**src/rtl/uart_pkg.sv**
```systemverilog
// Shared types and helpers for the configurable UART transmitter (and a future receiver).
package uart_pkg;

  typedef enum logic [2:0] {
    IDLE,
    START,
    DATA,
    PARITY,
    STOP
  } uart_tx_state_t;

  localparam logic [1:0] PAR_NONE = 2'b00;
  localparam logic [1:0] PAR_EVEN = 2'b01;
  localparam logic [1:0] PAR_ODD  = 2'b10;

  // Widest legal payload; narrower words are zero-extended, which leaves the XOR unchanged.
  localparam int MAX_DATA_W = 9;

  function automatic logic parity_bit(input logic [MAX_DATA_W-1:0] data,
                                      input logic [1:0]            mode);
    return (mode == PAR_ODD) ? ~(^data) : ^data;
  endfunction

endpackage

```
**src/rtl/uart_baud_tick.sv**
```systemverilog
// Loadable bit-period down-counter; o_zero marks the last cycle of the current bit.
module uart_baud_tick #(
  parameter int DIV_W = 16
) (
  input  logic             clk,
  input  logic             rst,
  input  logic             i_load,
  input  logic [DIV_W-1:0] i_value,
  output logic             o_zero
);

  logic [DIV_W-1:0] r_cnt;

  // NOTE: clocked state uses non-blocking assignments so every flop samples pre-edge values.
  always_ff @(posedge clk) begin
    if (rst) begin
      r_cnt <= '0;
    end else if (i_load) begin
      r_cnt <= i_value;
    end else if (r_cnt != '0) begin
      r_cnt <= r_cnt - DIV_W'(1);
    end
  end

  assign o_zero = (r_cnt == '0);

endmodule

```
**src/rtl/uart_tx_cfg.sv**
```systemverilog
// Configurable UART transmitter: runtime divisor, 1/2 stop bits, optional parity
// (parity present only when UART_TX_PARITY_EN is defined).
module uart_tx_cfg
  import uart_pkg::*;
#(
  parameter int DATA_W    = 8,
  parameter int DIV_W     = 16,
  parameter int STOP_BITS = 1
) (
  input  logic              clk,
  input  logic              rst,
  input  logic [DIV_W-1:0]  div,
  input  logic [1:0]        parity_mode,
  input  logic [DATA_W-1:0] tx_data,
  input  logic              tx_valid,
  output logic              tx_ready,
  output logic              tx,
  output logic              tx_busy,
  output logic              tx_done
);

  localparam int                CNT_W    = $clog2(DATA_W);
  localparam logic [CNT_W-1:0]  LAST_BIT = CNT_W'(DATA_W - 1);

  uart_tx_state_t    r_state, w_state_next;
  logic [DATA_W-1:0] r_shift, w_shift_next;
  logic [CNT_W-1:0]  r_bit_cnt, w_bit_cnt_next;
  logic              r_stop_cnt, w_stop_cnt_next;
  logic [DIV_W-1:0]  r_div, w_load_value;
  logic              r_tx, w_tx_next;
  logic              w_load, w_bit_end, w_last_stop, w_frame_end, w_accept;

`ifdef UART_TX_PARITY_EN
  logic r_par_en, r_par_bit;
`else
  logic w_unused_parity_mode;
  assign w_unused_parity_mode = ^parity_mode;
`endif

  uart_baud_tick #(.DIV_W(DIV_W)) u_baud_tick (
    .clk     (clk),
    .rst     (rst),
    .i_load  (w_load),
    .i_value (w_load_value),
    .o_zero  (w_bit_end)
  );

  assign w_last_stop = (STOP_BITS == 1) || r_stop_cnt;
  assign w_frame_end = (r_state == STOP) && w_bit_end && w_last_stop;

  // Ready also in the final stop cycle so a held tx_valid starts the next frame with no idle gap.
  assign tx_ready = !rst && ((r_state == IDLE) || w_frame_end);
  assign tx_done  = !rst && w_frame_end;
  assign tx_busy  = (r_state != IDLE);
  assign tx       = r_tx;
  assign w_accept = tx_valid && tx_ready;

  // NOTE: every combinational output gets a default first, so no path can infer a latch.
  always_comb begin
    w_state_next    = r_state;
    w_shift_next    = r_shift;
    w_bit_cnt_next  = r_bit_cnt;
    w_stop_cnt_next = r_stop_cnt;
    w_load          = 1'b0;
    w_load_value    = r_div;

    case (r_state)
      IDLE: ;
      START: begin
        if (w_bit_end) begin
          w_state_next = DATA;
          w_load       = 1'b1;
        end
      end
      DATA: begin
        if (w_bit_end) begin
          w_load = 1'b1;
          if (r_bit_cnt == LAST_BIT) begin
            w_bit_cnt_next  = '0;
            w_stop_cnt_next = 1'b0;
`ifdef UART_TX_PARITY_EN
            w_state_next    = r_par_en ? PARITY : STOP;
`else
            w_state_next    = STOP;
`endif
          end else begin
            w_shift_next   = r_shift >> 1;
            w_bit_cnt_next = r_bit_cnt + CNT_W'(1);
          end
        end
      end
`ifdef UART_TX_PARITY_EN
      PARITY: begin
        if (w_bit_end) begin
          w_state_next = STOP;
          w_load       = 1'b1;
        end
      end
`endif
      STOP: begin
        if (w_bit_end) begin
          if (w_last_stop) begin
            w_state_next = IDLE;
          end else begin
            w_stop_cnt_next = 1'b1;
            w_load          = 1'b1;
          end
        end
      end
      default: w_state_next = IDLE;
    endcase

    if (w_accept) begin
      w_state_next    = START;
      w_shift_next    = tx_data;
      w_bit_cnt_next  = '0;
      w_stop_cnt_next = 1'b0;
      w_load          = 1'b1;
      w_load_value    = div;
    end

    // tx is registered from the next state so the line changes on the same edge as the FSM.
    case (w_state_next)
      START:   w_tx_next = 1'b0;
      DATA:    w_tx_next = w_shift_next[0];
`ifdef UART_TX_PARITY_EN
      PARITY:  w_tx_next = r_par_bit;
`endif
      default: w_tx_next = 1'b1;
    endcase
  end

  always_ff @(posedge clk) begin
    if (rst) begin
      r_state    <= IDLE;
      r_shift    <= '0;
      r_bit_cnt  <= '0;
      r_stop_cnt <= 1'b0;
      r_div      <= '0;
      r_tx       <= 1'b1;
    end else begin
      r_state    <= w_state_next;
      r_shift    <= w_shift_next;
      r_bit_cnt  <= w_bit_cnt_next;
      r_stop_cnt <= w_stop_cnt_next;
      r_tx       <= w_tx_next;
      if (w_accept) begin
        r_div <= div;
      end
    end
  end

`ifdef UART_TX_PARITY_EN
  always_ff @(posedge clk) begin
    if (rst) begin
      r_par_en  <= 1'b0;
      r_par_bit <= 1'b0;
    end else if (w_accept) begin
      r_par_en  <= (parity_mode == PAR_EVEN) || (parity_mode == PAR_ODD);
      r_par_bit <= parity_bit(MAX_DATA_W'(tx_data), parity_mode);
    end
  end
`endif

endmodule
```
**config.mk**
```make
export PLATFORM = sky130hd
export DESIGN_NAME = uart_tx_cfg
export DESIGN_NICKNAME = d
export VERILOG_FILES = /design/src/rtl/uart_pkg.sv /design/src/rtl/uart_baud_tick.sv /design/src/rtl/uart_tx_cfg.sv
export SDC_FILE = /design/constraint.sdc
export NUM_CORES = 1
export LEC_CHECK = 0
export ABC_AREA = 1
export ABC_CLOCK_PERIOD_IN_PS = 2980
export CAP_MARGIN = 15
export CORE_ASPECT_RATIO = 1.2
export CORE_MARGIN = 8
export CORE_UTILIZATION = 56
export DETAILED_ROUTE_END_ITERATION = 8
export GPL_TIMING_DRIVEN = 0
export PLACE_DENSITY = 0.8
export SLEW_MARGIN = 20
export SYNTH_ARGS = -nofsm -noshare
export SYNTH_HDL_FRONTEND = slang
export SYNTH_HIERARCHICAL = 1
export SYNTH_SLANG_ARGS = --single-unit
export TNS_END_PERCENT = 5
```
**constraint.sdc**
```tcl
create_clock -name clk -period 2.98 [get_ports clk]
set_input_delay 0.894 -clock clk [delete_from_list [all_inputs] [get_ports clk]]
set_output_delay 0.894 -clock clk [all_outputs]
set_load 0.005 [all_outputs]
```
Word level (Yosys, flattened, before mapping) --
Cells that the tools add are included.
Operators by class: add/subtract/negate cells 2, equal/unequal tests 7, muxes and demuxes 18, reduce and logical (&&, ||, !) cells 17
Operators by type and width (count):
- 16-bit two-way mux | 3
- 8-bit two-way mux | 4
- 3-bit two-way mux | 6
- 16-bit logical NOT | 1
- 16-bit nonzero test | 1
- 16-bit by 1-bit subtractor with 16-bit output, second input constant | 1
- 3-bit one-hot mux with 4 select lines | 1
- 3-bit by 1-bit equality test with 1-bit output, second input constant | 2
- 3-bit by 2-bit equality test with 1-bit output, second input constant | 2
- 3-bit equality test, second input constant | 2
- 2-bit nonzero test | 3
- 1-bit logical AND | 4
- 2-bit OR reduction | 2
- 3-bit by 1-bit adder with 3-bit output, second input constant | 1
- 3-bit logical NOT | 1
- 1-bit two-way mux | 3
- 3-bit AND reduction | 1
- 3-bit nonzero test | 1
- 2-bit != test, second input constant | 1
- 1-bit one-hot mux with 2 select lines | 1
- 2-bit AND reduction | 1
- 1-bit logical NOT | 1
- 1-bit logical OR | 1
Word-level totals: flip-flop bits (word level) 47, logic and storage cells 51, output and inout bits 4

Longest topological paths before layout --
Gate-level depths: netlist of run 1.
depth after elaboration 8, depth in mapped cells 17

Hierarchy --
Netlist of run 1, hierarchy kept.
Modules (own cells, without submodules):
- uart_tx_cfg | area an instance 1605.3 um^2, seq. area each 620.6 um^2, cells an instance 222, instances 1
- uart_baud_tick | area an instance 1114.8 um^2, seq. area each 320.3 um^2, cells an instance 179, instances 1

Worst setup path after synthesis of run 1 --
No wires, ideal clock.
kind register -> output, from reg u_baud_tick.r_cnt[0], to out tx_done, arrival 1.442 ns, cell stages (with the launch flop) 10, slack 0.644 ns, data required time 2.086 ns, path through dfxtp_1 > inv_1 > ha_1 > nand2_4 > nor2_8 > nand4_4 > inv_2 > buf_2 > nand3_1 > nor2_1
On the way: longest elaborated chain between the ends 3
Ends and longest elaborated chain:
- start: declaration | line uart_baud_tick.sv:12 | logic [DIV_W-1:0] r_cnt;
- start signal: assignment | line uart_baud_tick.sv:19 | r_cnt <= i_value;
- start signal: assignment | line uart_baud_tick.sv:21 | r_cnt <= r_cnt - DIV_W'(1);
- 16-bit logical NOT | line uart_baud_tick.sv:25 | assign o_zero = (r_cnt == '0);
- named net w_bit_end | line uart_tx_cfg.sv:31 | logic w_load, w_bit_end, w_last_stop, w_frame_end, w_accept;
- 1-bit logical AND | line uart_tx_cfg.sv:49 | assign w_frame_end = (r_state == STOP) && w_bit_end && w_last_stop;
- 1-bit logical AND | line uart_tx_cfg.sv:53 | assign tx_done = !rst && w_frame_end;
- end: declaration | line uart_tx_cfg.sv:19 | output logic tx_done
The timed path passes the listed nets, and every way through them passes these cells.

Worst setup path after layout of run 1 --
Ends and elaborated chain as after synthesis.

==> summary.md, run 1 <==
| Metric | Value |
|---|---|
| Status | completed |
| Clock latency on the worst-skew pair | 0.30 ns |
| Final core utilization | 67.26% |
| Fraction of layout cells with a size suffix above 1 | 17.83% |
| Die area | 7353 µm² |
| Main synth FF type | dfxtp_1 |
| Sequential element share of the synthesized area | 34.59% |
| Mapped cell area | 2720 µm² |
| Setup Skew | 0.006075 ns |
| Worst r2r path cells | 16 |
| #FFs+latches synth | 47 |
| Routability-driven placement congestion ratio | 0.8629 |
| Crit path arrival time | 1.93 ns |
| IO Count | 33 |
| TritonCTS clock tree | built |
| Syn_nets | 433 |
| Crit path kind | reg -> out |
| Total number of vias | 2483 |
| Core area | 4800 µm² |
| Setup TNS | 0 ns |
| Inserted Clock Buffers | 5 |
| Initial antenna violation count | 0 |
| Hold_buf cts | 0 |
| Worst reg2reg setup slack | 0.46 ns |
| WHS | 0.4719 ns |
| Hold Vio Cnt, Final | 0 |
| HPWL Detailed | 4449 µm |
| Setup ws final | 0.1533 ns |
| Max Fclk | 353.8 MHz |
| Initial core utilization | 56.67% |
| VDD IR max | 0.4202 mV |
| Post-DP Area | 3095 µm² |
| Slew @ Worst Pin | 0.5776 ns |
| Setup violators final | 0 |
| First-pass DRT Iterations | 4 |
| Synthesized instance count | 401 |
| Top-count cell post-synth | nand2_1 |
| Min cycle time layout | 2.827 ns |
| Vias in the first global route | 2352 |
| Number of flops mapped to enable cells by yosys | 0 |
| Detail Route Antenna Nets | 0 |
| Final Cycle Share | 94.85% |
| PortBufs | 30 |
| Critical R2R Capture | u_baud_tick/r_cnt[11]$_SDFFE_PP0P_ |
| Warnings, synthesis | 6 |
| Vias per std cell | 4.936 |
| Total gr overflow | 0 |
| HP Class | reg -> reg |
| Worst Setup End Kind | output pin |
| Post-Route WL | 5947 µm |
| Post-synth top area share | 34.59% |
| Pleak | 1.653 nW |
| DRC viols | 0 |
| Top post-synthesis cells by area | dfxtp_1 (35%), nand2_1 (14%), nor2_1 (9.0%), inv_1 (8.7%), o21ai_2 (5.5%) |
| RR Startpoint | u_baud_tick/r_cnt[0]$_SDFFE_PP0P_ |
| Post-Syn Area per Cell | 6.783 µm² |
| Die width | 79.62 µm |
| Pin count of the biggest net entering global routing | 14 |
| Final nets | 474 |
| Type of origin of the critical path | flip-flop |
| Clock slew at reported path FFs | 0.09 ns |
| CTS Sinks | 47 |
| Number of inserted diodes | 0 |
| Post-Layout Cell Count | 503 |
| Setup crit start | u_baud_tick/r_cnt[0]$_SDFFE_PP0P_ |
| CP max FO | 10 |
| Pwr dens | 892.4 nW/µm² |
| Syn-to-layout area delta | 18.68% |
| CTS Root Cell | clkbuf_8 |
| Cell variety after synth | 34 |
| Htree depth | 2 |
| Synth cell count leaders | nand2_1 (100), nor2_1 (65), inv_1 (63), dfxtp_1 (47), nand3_1 (26) |
| Final Cell Area | 3228 µm² |
| Global-route wire length before repair | 10230 µm |
| Max Buffers Root-to-Sink | 2 |
| Pwr Total | 2.881 mW |
| Initial drt markers | 110 |
| Max_slew headroom | 61.49% |
| Routed wire per std cell | 11.82 µm |
| RSZ-0062 raised after global routing | false |
| Cell accounting for the most synthesized area | dfxtp_1 |
| Max-cap violations | 0 |
| Placed cell count | 491 |
| Placement Rows | 28 |
| Dpl ws | -0.7129 ns |
| Req. time, crit path | 2.09 ns |
| Critical path endpoint | tx_done |
| Total track usage | 17.05% |
| Die Height | 92.35 µm |
| Synth async-reset ratio | 0% |
| Max Slew Vio Count | 0 |
## cells by family (layout without fill, tap and decap cells)
logic type,count (synthesis),count (layout),share of synthesized area [%]
and+or+nand+nor,230,230,39.65
buffers and inverters,81,123,13.11
DFF,47,47,34.59
AOI/OAI and AO/OA,33,33,8.740
xor gates and xnor gates,7,7,2.530
adders and majority gates,3,3,1.380
## placed cells by master, fill, tap and decap left out, types with 3 or more instances in the layout
| cell | count |
|---|---|
| clkdlybuf4s50_1 | 27 |
| clkbuf_8 | 6 |
| xnor2_1 | 4 |
| nand3_1 | 26 |
| nand2_2 | 14 |
| nand4_1 | 3 |
| o21ai_2 | 17 |
| nor2_4 | 5 |
| a21oi_1 | 8 |
| inv_1 | 62 |
| buf_4 | 4 |
| o21ai_0 | 5 |
| nand2_1 | 100 |
| clkbuf_1 | 6 |
| dfxtp_1 | 47 |
| nor2_2 | 6 |
| nor2_1 | 65 |
| buf_6 | 6 |
| nand2_4 | 3 |
| inv_2 | 3 |
## final cells by class
| cell class | count | area, µm² |
|---|---|---|
| sequential | 47 | 940.9 |
| fill | 424 | 1572 |
| buffer | 13 | 108.9 |
| clock buffer | 7 | 76.32 |
| inverter | 68 | 260.3 |
| multi-input combinational | 273 | 1435 |
| clock inverter | 1 | 5.005 |
| tap | 60 | 75.07 |
| timing repair buffer | 34 | 326.6 |
## flip-flops by register name, indices dropped and copies added, names as in the netlist
signal / count
r_bit_cnt: 3
tx: 1
r_state: 3
r_shift: 8
u_baud_tick/r_cnt: 16
r_div: 16
## power by group
group	leakage [nW]	switching (mW)	internal (mW)	total, mW
registers	0.386	0.121	0.770	0.891
clock network	0.0422	0.214	0.165	0.379
logic	1.22	0.982	0.629	1.61
total	1.65	1.32	1.56	2.88
## worst max-delay path, cell delays in order (launching register included)
cell           delay (ns)
dfxtp_1              0.36
inv_2                0.09
ha_4                 0.15
nand2_4              0.09
nor2_8               0.14
nand4_4              0.11
inv_4                0.10
buf_6                0.14
nand3_1              0.08
nor2_1               0.11
dlygate4sd2_1        0.25
## worst min-delay path by stage
stage | cells past startpoint | start | slack [ns] | end
CTS | 2 | r_bit_cnt[2]$_SDFFE_PP0P_ | 0.47 | r_bit_cnt[2]$_SDFFE_PP0P_
floorplan | 2 | r_bit_cnt[1]$_SDFFE_PP0P_ | 0.44 | r_bit_cnt[1]$_SDFFE_PP0P_
detailed placement | 2 | r_bit_cnt[2]$_SDFFE_PP0P_ | 0.46 | r_bit_cnt[2]$_SDFFE_PP0P_
global route | 2 | r_bit_cnt[1]$_SDFFE_PP0P_ | 0.50 | r_bit_cnt[1]$_SDFFE_PP0P_
finish | 2 | r_bit_cnt[2]$_SDFFE_PP0P_ | 0.47 | r_bit_cnt[2]$_SDFFE_PP0P_
global placement | 2 | r_bit_cnt[1]$_SDFFE_PP0P_ | 0.45 | r_bit_cnt[1]$_SDFFE_PP0P_
## per-layer routing
layer | GRT usage (%) | part of all wire (%) | vias up
met2 | 30.29 | 52 | 56
met4 | 7.740 | 2.3 | 0
met1 | 18.65 | 42 | 1121
li1 | - | - | 1293
met5 | 0 | 0 | -
met3 | 3.682 | 4.3 | 13
## repair_timing
| item | 4_1_cts | 5_1_grt |
|---|---|---|
| setup endpoints to repair | 2 | 1 |
| resized for setup | 12 | 3 |
| buffers inserted | 4 | 0 |
| pin swaps | 2 | 0 |
No activity file was read; power rests on OpenSTA's default activity.
==> run 2: changes to the inputs <==
--- a/config.mk
+++ b/config.mk
@@ -10,10 +10,11 @@
 export CAP_MARGIN = 15
 export CORE_ASPECT_RATIO = 1.2
 export CORE_MARGIN = 8
-export CORE_UTILIZATION = 56
+export CORE_UTILIZATION = 55
+export CTS_CLUSTER_SIZE = 10
 export DETAILED_ROUTE_END_ITERATION = 8
 export GPL_TIMING_DRIVEN = 0
-export PLACE_DENSITY = 0.8
+export PLACE_DENSITY = 0.79
 export SLEW_MARGIN = 20
 export SYNTH_ARGS = -nofsm -noshare
 export SYNTH_HDL_FRONTEND = slang
==> run 2 against run 1 <==
  * Critical path type unchanged
  * Clock skew decreased by 0.0015 ns
  * Non-clock buffer count fell by 2
  * Flip-flop and latch count unchanged
  * Global-route usage down 0.66 points
  * Core utilization decreased by 0.38 points
  * Sequential power is 0.4% higher
  * Sequential share of layout area is essentially flat
  * Critical path depth stayed put
  * Clock power increased by 11%
==> summary.md, run 2 (same netlist as run 1, synthesis figures left out) <==
| Metric | Value |
|---|---|
| Total gr overflow | 0 (unchanged) |
| Seq pwr share | 30.8% (about the same) |
| Hold Vio Cnt, Final | 0 (unchanged) |
| Fraction of layout cells with a size suffix above 1 | 17.91% (+0.081 points) |
| RSZ-0062 raised after global routing | false |
| Routability-driven placement congestion ratio | 0.8160 (-5.4%) |
| Buffer and inverter count on the worst path | 4 (unchanged) |
| IO Count | 33 (unchanged) |
| PortBufs | 30 (unchanged) |
| Most frequent cells in the layout | nand2_1 (100), nor2_1 (65), inv_1 (62) |
| Crit path arrival time | 1.93 ns (about the same) |
| Post-Route WL | 5766 µm (-3.0%) |
| Crit path kind | reg -> out |
| Final Cycle Share | 94.66% (-0.20 points) |
| Number of inserted diodes | 0 (unchanged) |
| Max Fclk | 354.5 MHz (+0.21%) |
| Die Height | 93.04 µm (+0.75%) |
| Clock power share | 14.4% (+1.2 points) |
| Final nets | 472 (-0.42%) |
| Total track usage | 16.39% (-0.66 points) |
| Vias in the first global route | 2273 (-3.4%) |
| Global-route wire length before repair | 9860 µm (-3.6%) |
| Core area | 4835 µm² (+0.73%) |
| CP max FO | 10 (unchanged) |
| TritonCTS clock tree | built |
| First-pass DRT Iterations | 4 (unchanged) |
| Total number of vias | 2446 (-1.5%) |
| Status | completed |
| DRC viols | 0 (unchanged) |
| Worst Setup End Kind | output pin |
| HPWL Detailed | 4417 µm (-0.72%) |
| CTS Root Cell | clkbuf_8 |
| Req. time, crit path | 2.09 ns (about the same) |
| Most common cell after layout, fill and taps aside | nand2_1 |
| WHS | 0.4787 ns (+0.006870 ns) |
| Post-DP Area | 3095 µm² (unchanged) |
| Pin count of the biggest net entering global routing | 14 (unchanged) |
| Placed cell count | 491 (unchanged) |
| VDD IR max | 0.4400 mV (+4.7%) |
| Clock slew at reported path FFs | 0.08 ns (about the same) |
| Initial core utilization | 56.26% (-0.41 points) |
| Min cycle time layout | 2.821 ns (-0.005883 ns) |
| Vias per std cell | 4.882 (-1.1%) |
| Syn-to-layout area delta | 18.86% |
| Setup Skew | 0.004624 ns (-0.001451 ns) |
| Worst reg2reg setup slack | 0.54 ns (+0.08 ns) |
| Largest regs | r_div: 16 flops, u_baud_tick/r_cnt: 16 flops, r_shift: 8 flops |
| Max Buffers Root-to-Sink | 2 (unchanged) |
| Max Slew Vio Count | 0 (unchanged) |
| Final core utilization | 66.87% (-0.38 points) |
| HP Class | reg -> reg |
| Slew @ Worst Pin | 0.5893 ns (+0.01166 ns) |
| Internal | 1.609 mW (+2.9%) |
| Sw Pwr | 1.292 mW (-1.9%) |
| Placement Rows | 28 (unchanged) |
| Type of origin of the critical path | flip-flop |
| Htree depth | 2 (unchanged) |
| Switching Share | 44.54% (-1.2 points) |
| Inserted Clock Buffers | 5 (unchanged) |
| Clock latency on the worst-skew pair | 0.30 ns (about the same) |
| Die width | 80.20 µm (+0.72%) |
| Die area | 7461 µm² (+1.5%) |
| Pleak | 1.653 nW (about the same) |
| CTS Sinks | 47 (unchanged) |
| Routed wire per std cell | 11.51 µm (-2.7%) |
| Final Cell Area | 3233 µm² (+0.15%) |
| Initial antenna violation count | 0 (unchanged) |
| Detail Route Antenna Nets | 0 (unchanged) |
| CP top delay family | buffers and inverters |
| Setup violators final | 0 (unchanged) |
| Slowest library cell on the worst path | dfxtp_1 |
| Post-Layout Cell Count | 501 (-0.40%) |
| Critical path's largest stage delay | 0.34 ns (-0.02 ns) |
| Pwr dens | 897.6 nW/µm² (+0.58%) |
| Setup ws final | 0.1592 ns (+0.005883 ns) |
| Dpl ws | -0.6899 ns (+0.02300 ns) |
| Max-cap violations | 0 (unchanged) |
| CP Cell Sequence | inv_1 > ha_4 > nand2_4 > nor2_8 > nand4_4 > inv_4 > buf_6 > nand3_1 > nor2_1 > dlygate4sd2_1 |
| Logic pwr share | 54.7% (-1.2 points) |
| Initial drt markers | 143 (+30%) |
| Max_slew headroom | 60.72% (-0.78 points) |
run 2: power groups by stage:
stage | combinational, mW | sequential (mW) | clock (mW)
after floorplan | 1.24 | 0.878 | 0
after global placement | 1.49 | 0.899 | 0
after detailed placement | 1.51 | 0.905 | 0
after CTS | 1.60 | 0.892 | 0.432
after global routing | 1.81 | 0.911 | 0.458
final | 1.59 | 0.895 | 0.419
run 2: routing by layer:
layer | global-route usage, % | vias to the layer above | share of wire, %
met1 | 18.83 | 1119 | 44
met3 | 3.839 | 7 | 2.7
li1 | - | 1288 | -
met5 | 0 | - | 0
met4 | 5.623 | 0 | 1.2
met2 | 28.70 | 32 | 52
run 2: tightest hold or removal path, stage by stage (launching register included):
cell	delay [ns]
dfxtp_1	0.32
nand2_1	0.06
a21oi_1	0.05
run 2: per-stage QoR:
stage	TNS (ns)	power (mW)
after floorplan	0	2.119
after global placement	-1.858	2.392
after detailed placement	-1.881	2.419
after CTS	0	2.922
after global routing	0	3.175
final	0	2.902
run 2: layout make-up:
class | count | area, µm²
plain buffers | 13 | 108.9
clock buffers | 8 | 100.1
fillers | 437 | 1602
inverters | 68 | 260.3
multi-input cells | 273 | 1435
flip-flops and latches | 47 | 942.2
well taps | 60 | 75.07
repair buffers | 32 | 311.5
run 2: worst paths after layout:
kind / startpoint / endpoint / cells after the start
worst min register to register: r_bit_cnt[2]$_SDFFE_PP0P_ / r_bit_cnt[2]$_SDFFE_PP0P_ / 2
worst max-delay path: u_baud_tick/r_cnt[1]$_SDFFE_PP0P_ / tx_done / 10
worst max register to register: u_baud_tick/r_cnt[1]$_SDFFE_PP0P_ / u_baud_tick/r_cnt[11]$_SDFFE_PP0P_ / 16
worst min-delay path: r_bit_cnt[2]$_SDFFE_PP0P_ / r_bit_cnt[2]$_SDFFE_PP0P_ / 2
run 2: what timing repair did:
item	CTS	global route
buffers inserted	2	0
pin swaps	2	0
hold buffers	0	0
gates resized for setup	14	2
endpoints found under the setup margin	2	1
gates cloned	0	0
==> run 3: changes to the inputs <==
--- a/config.mk
+++ b/config.mk
@@ -10,11 +10,11 @@
 export CAP_MARGIN = 15
 export CORE_ASPECT_RATIO = 1.2
 export CORE_MARGIN = 8
-export CORE_UTILIZATION = 55
+export CORE_UTILIZATION = 45
 export CTS_CLUSTER_SIZE = 10
 export DETAILED_ROUTE_END_ITERATION = 8
 export GPL_TIMING_DRIVEN = 0
-export PLACE_DENSITY = 0.79
+export PLACE_DENSITY = 0.67
 export SLEW_MARGIN = 20
 export SYNTH_ARGS = -nofsm -noshare
 export SYNTH_HDL_FRONTEND = slang
==> run 3 against run 2 <==
  * Via count shrank 0.12%
  * Fmax shrank 2.6%
  * Hold slack lost 0.0083 ns
  * Design area grew 0.93%
  * Clock skew shrank 0.0013 ns
  * Global-route usage shrank 2.2 points
  * Critical path type is now in -> out
==> summary.md, run 3 (same netlist as run 1, synthesis figures left out) <==
| Metric | Value |
|---|---|
| Status | completed |
| Post-Layout Cell Count | 523 (+4.4%) |
| Max-cap violations | 0 (unchanged) |
| Post-Route WL | 5877 µm (+1.9%) |
| Crit path kind | in -> out |
| Max Fclk | 345.2 MHz (-2.6%) |
| Min cycle time layout | 2.897 ns (+0.07583 ns) |
| Req. time, crit path | 2.09 ns (about the same) |
| Initial antenna violation count | 0 (unchanged) |
| Clock slew at reported path FFs | 0.08 ns (about the same) |
| Die area | 8799 µm² (+18%) |
| Slew @ Worst Pin | 0.5694 ns (-0.01987 ns) |
| First-pass DRT Iterations | 4 (unchanged) |
| Max Slew Vio Count | 0 (unchanged) |
| Type of origin of the critical path | input port |
| Hold Vio Cnt, Final | 0 (unchanged) |
| Die Height | 101.2 µm (+8.7%) |
| Most frequent cells in the layout | nand2_1 (100), nor2_1 (65), inv_1 (62) |
| Number of inserted diodes | 0 (unchanged) |
| Hold_buf cts | 0 (unchanged) |
| Htree depth | 2 (unchanged) |
| CTS Sinks | 47 (unchanged) |
| Vias in the first global route | 2433 (+7.0%) |
| Clock latency on the worst-skew pair | 0.30 ns (about the same) |
| Largest regs | r_div: 16 flops, u_baud_tick/r_cnt: 16 flops, r_shift: 8 flops |
| TritonCTS clock tree | built |
| Met3 Use GR | 3.409% (-0.43 points) |
| Vias per std cell | 4.671 (-4.3%) |
| Initial core utilization | 45.84% (-10 points) |
| Global-route wire length before repair | 10070 µm (+2.1%) |
| CP max FO | 10 (unchanged) |
| CTS Root Cell | clkbuf_8 |
| Pwr dens | 891.2 nW/µm² (-0.70%) |
| Pin count of the biggest net entering global routing | 14 (unchanged) |
| GR met2 Demand/Resource | 26.96% (-1.7 points) |
| M1 GR Usage | 14.25% (-4.6 points) |
| Total number of vias | 2443 (-0.12%) |
| Placed cell count | 513 (+4.5%) |
| IO Count | 33 (unchanged) |
| Routed wire per std cell | 11.24 µm (-2.4%) |
| DRC viols | 0 (unchanged) |
| PortBufs | 30 (unchanged) |
| Detail Route Antenna Nets | 0 (unchanged) |
| Crit path arrival time | 2.00 ns (+0.07 ns) |
| HPWL Detailed | 4520 µm (+2.3%) |
| Max_slew headroom | 62.04% (+1.3 points) |
| VDD IR max | 0.3577 mV (-19%) |
| Final Cycle Share | 97.20% (+2.5 points) |
| HP Class | reg -> reg |
| Initial drt markers | 98 (-31%) |
| Final nets | 472 (unchanged) |
| Total track usage | 14.22% (-2.2 points) |
| Placement Rows | 31 (+11%) |
| Most common cell after layout, fill and taps aside | nand2_1 |
| Pwr Total | 2.908 mW (+0.22%) |
| Setup violators final | 0 (unchanged) |
| Total gr overflow | 0 (unchanged) |
| Inserted Clock Buffers | 5 (unchanged) |
| Max Buffers Root-to-Sink | 2 (unchanged) |
| Pleak | 1.653 nW (about the same) |
| Worst Setup End Kind | output pin |
| Core area | 5934 µm² (+23%) |
| Setup Skew | 0.003348 ns (-0.001276 ns) |
| RSZ-0062 raised after global routing | false |
| Gr busiest metal | met2 |
| Syn-to-layout area delta | 19.96% |
| Routability-driven placement congestion ratio | 0.8435 (+3.4%) |
| Die width | 86.98 µm (+8.5%) |
| Fraction of layout cells with a size suffix above 1 | 17.69% (-0.23 points) |
## run 3: cell count changes in the layout (fill, tap and decap cells not counted)
cell	previous run	this run
clkdlybuf4s15_2	0	1
dfxtp_2	1	0
buf_2	2	1
clkbuf_4	1	0
clkbuf_2	0	1
dfxtp_1	46	47
## run 3: worst paths after layout
check,startpoint,end,slack [ns],cells after the start
setup / recovery,rst,tx_done,0.08,5
hold / removal,r_bit_cnt[1]$_SDFFE_PP0P_,r_bit_cnt[1]$_SDFFE_PP0P_,0.47,2
setup reg to reg,u_baud_tick/r_cnt[0]$_SDFFE_PP0P_,u_baud_tick/r_cnt[11]$_SDFFE_PP0P_,0.52,16
hold reg to reg,r_bit_cnt[1]$_SDFFE_PP0P_,r_bit_cnt[1]$_SDFFE_PP0P_,0.47,2
## run 3: layout make-up
| class | instances | area (µm²) |
|---|---|---|
| fillers | 628 | 2671 |
| multi-input cells | 273 | 1435 |
| flip-flops and latches | 47 | 940.9 |
| repair buffers | 32 | 317.8 |
| inverters | 68 | 260.3 |
| plain buffers | 13 | 106.4 |
| well taps | 82 | 102.6 |
| clock buffers | 8 | 100.1 |
## run 3: metal layers
layer  wire length (µm)  part of all wire (%)
met1               2450                    42
met2               3105                    53
met3                174                   3.0
met4                146                   2.5
met5                  0                     0
## run 3: what timing repair did
action                                  in CTS  in global routing
setup buffers                                2                  0
pin swaps                                    2                  0
cloned                                       0                  0
hold endpoints to repair                     0                  0
resized for setup                            9                  3
endpoints found under the setup margin       2                  2
## run 3: report_power, final
part	total (mW)	switching [mW]	internal [mW]
Combinational	1.59	0.968	0.626
Clock	0.421	0.209	0.212
Sequential	0.893	0.123	0.770
Total	2.91	1.30	1.61
## run 3: worst max-delay path, cell delays in order
cell and delay [ns]:
clkdlybuf4s15_2 0.28, clkbuf_8 0.22, clkbuf_2 0.25, nor2_1 0.08, dlygate4sd2_1 0.27
## run 3: stage by stage
step	util (%)	hold slack [ns]	area [µm²]	setup slack, ns	TNS, ns
detailed placement	52.62	0.4609	3123	-0.7376	-2.042
finish	54.99	0.4705	3263	0.08338	0
global route	54.99	0.4976	3263	0.002572	0
floorplan	-	0.4437	2720	0.6440	0
global placement	52.62	0.4558	3123	-0.7377	-1.973
CTS	54.84	0.4748	3254	0.01940	0
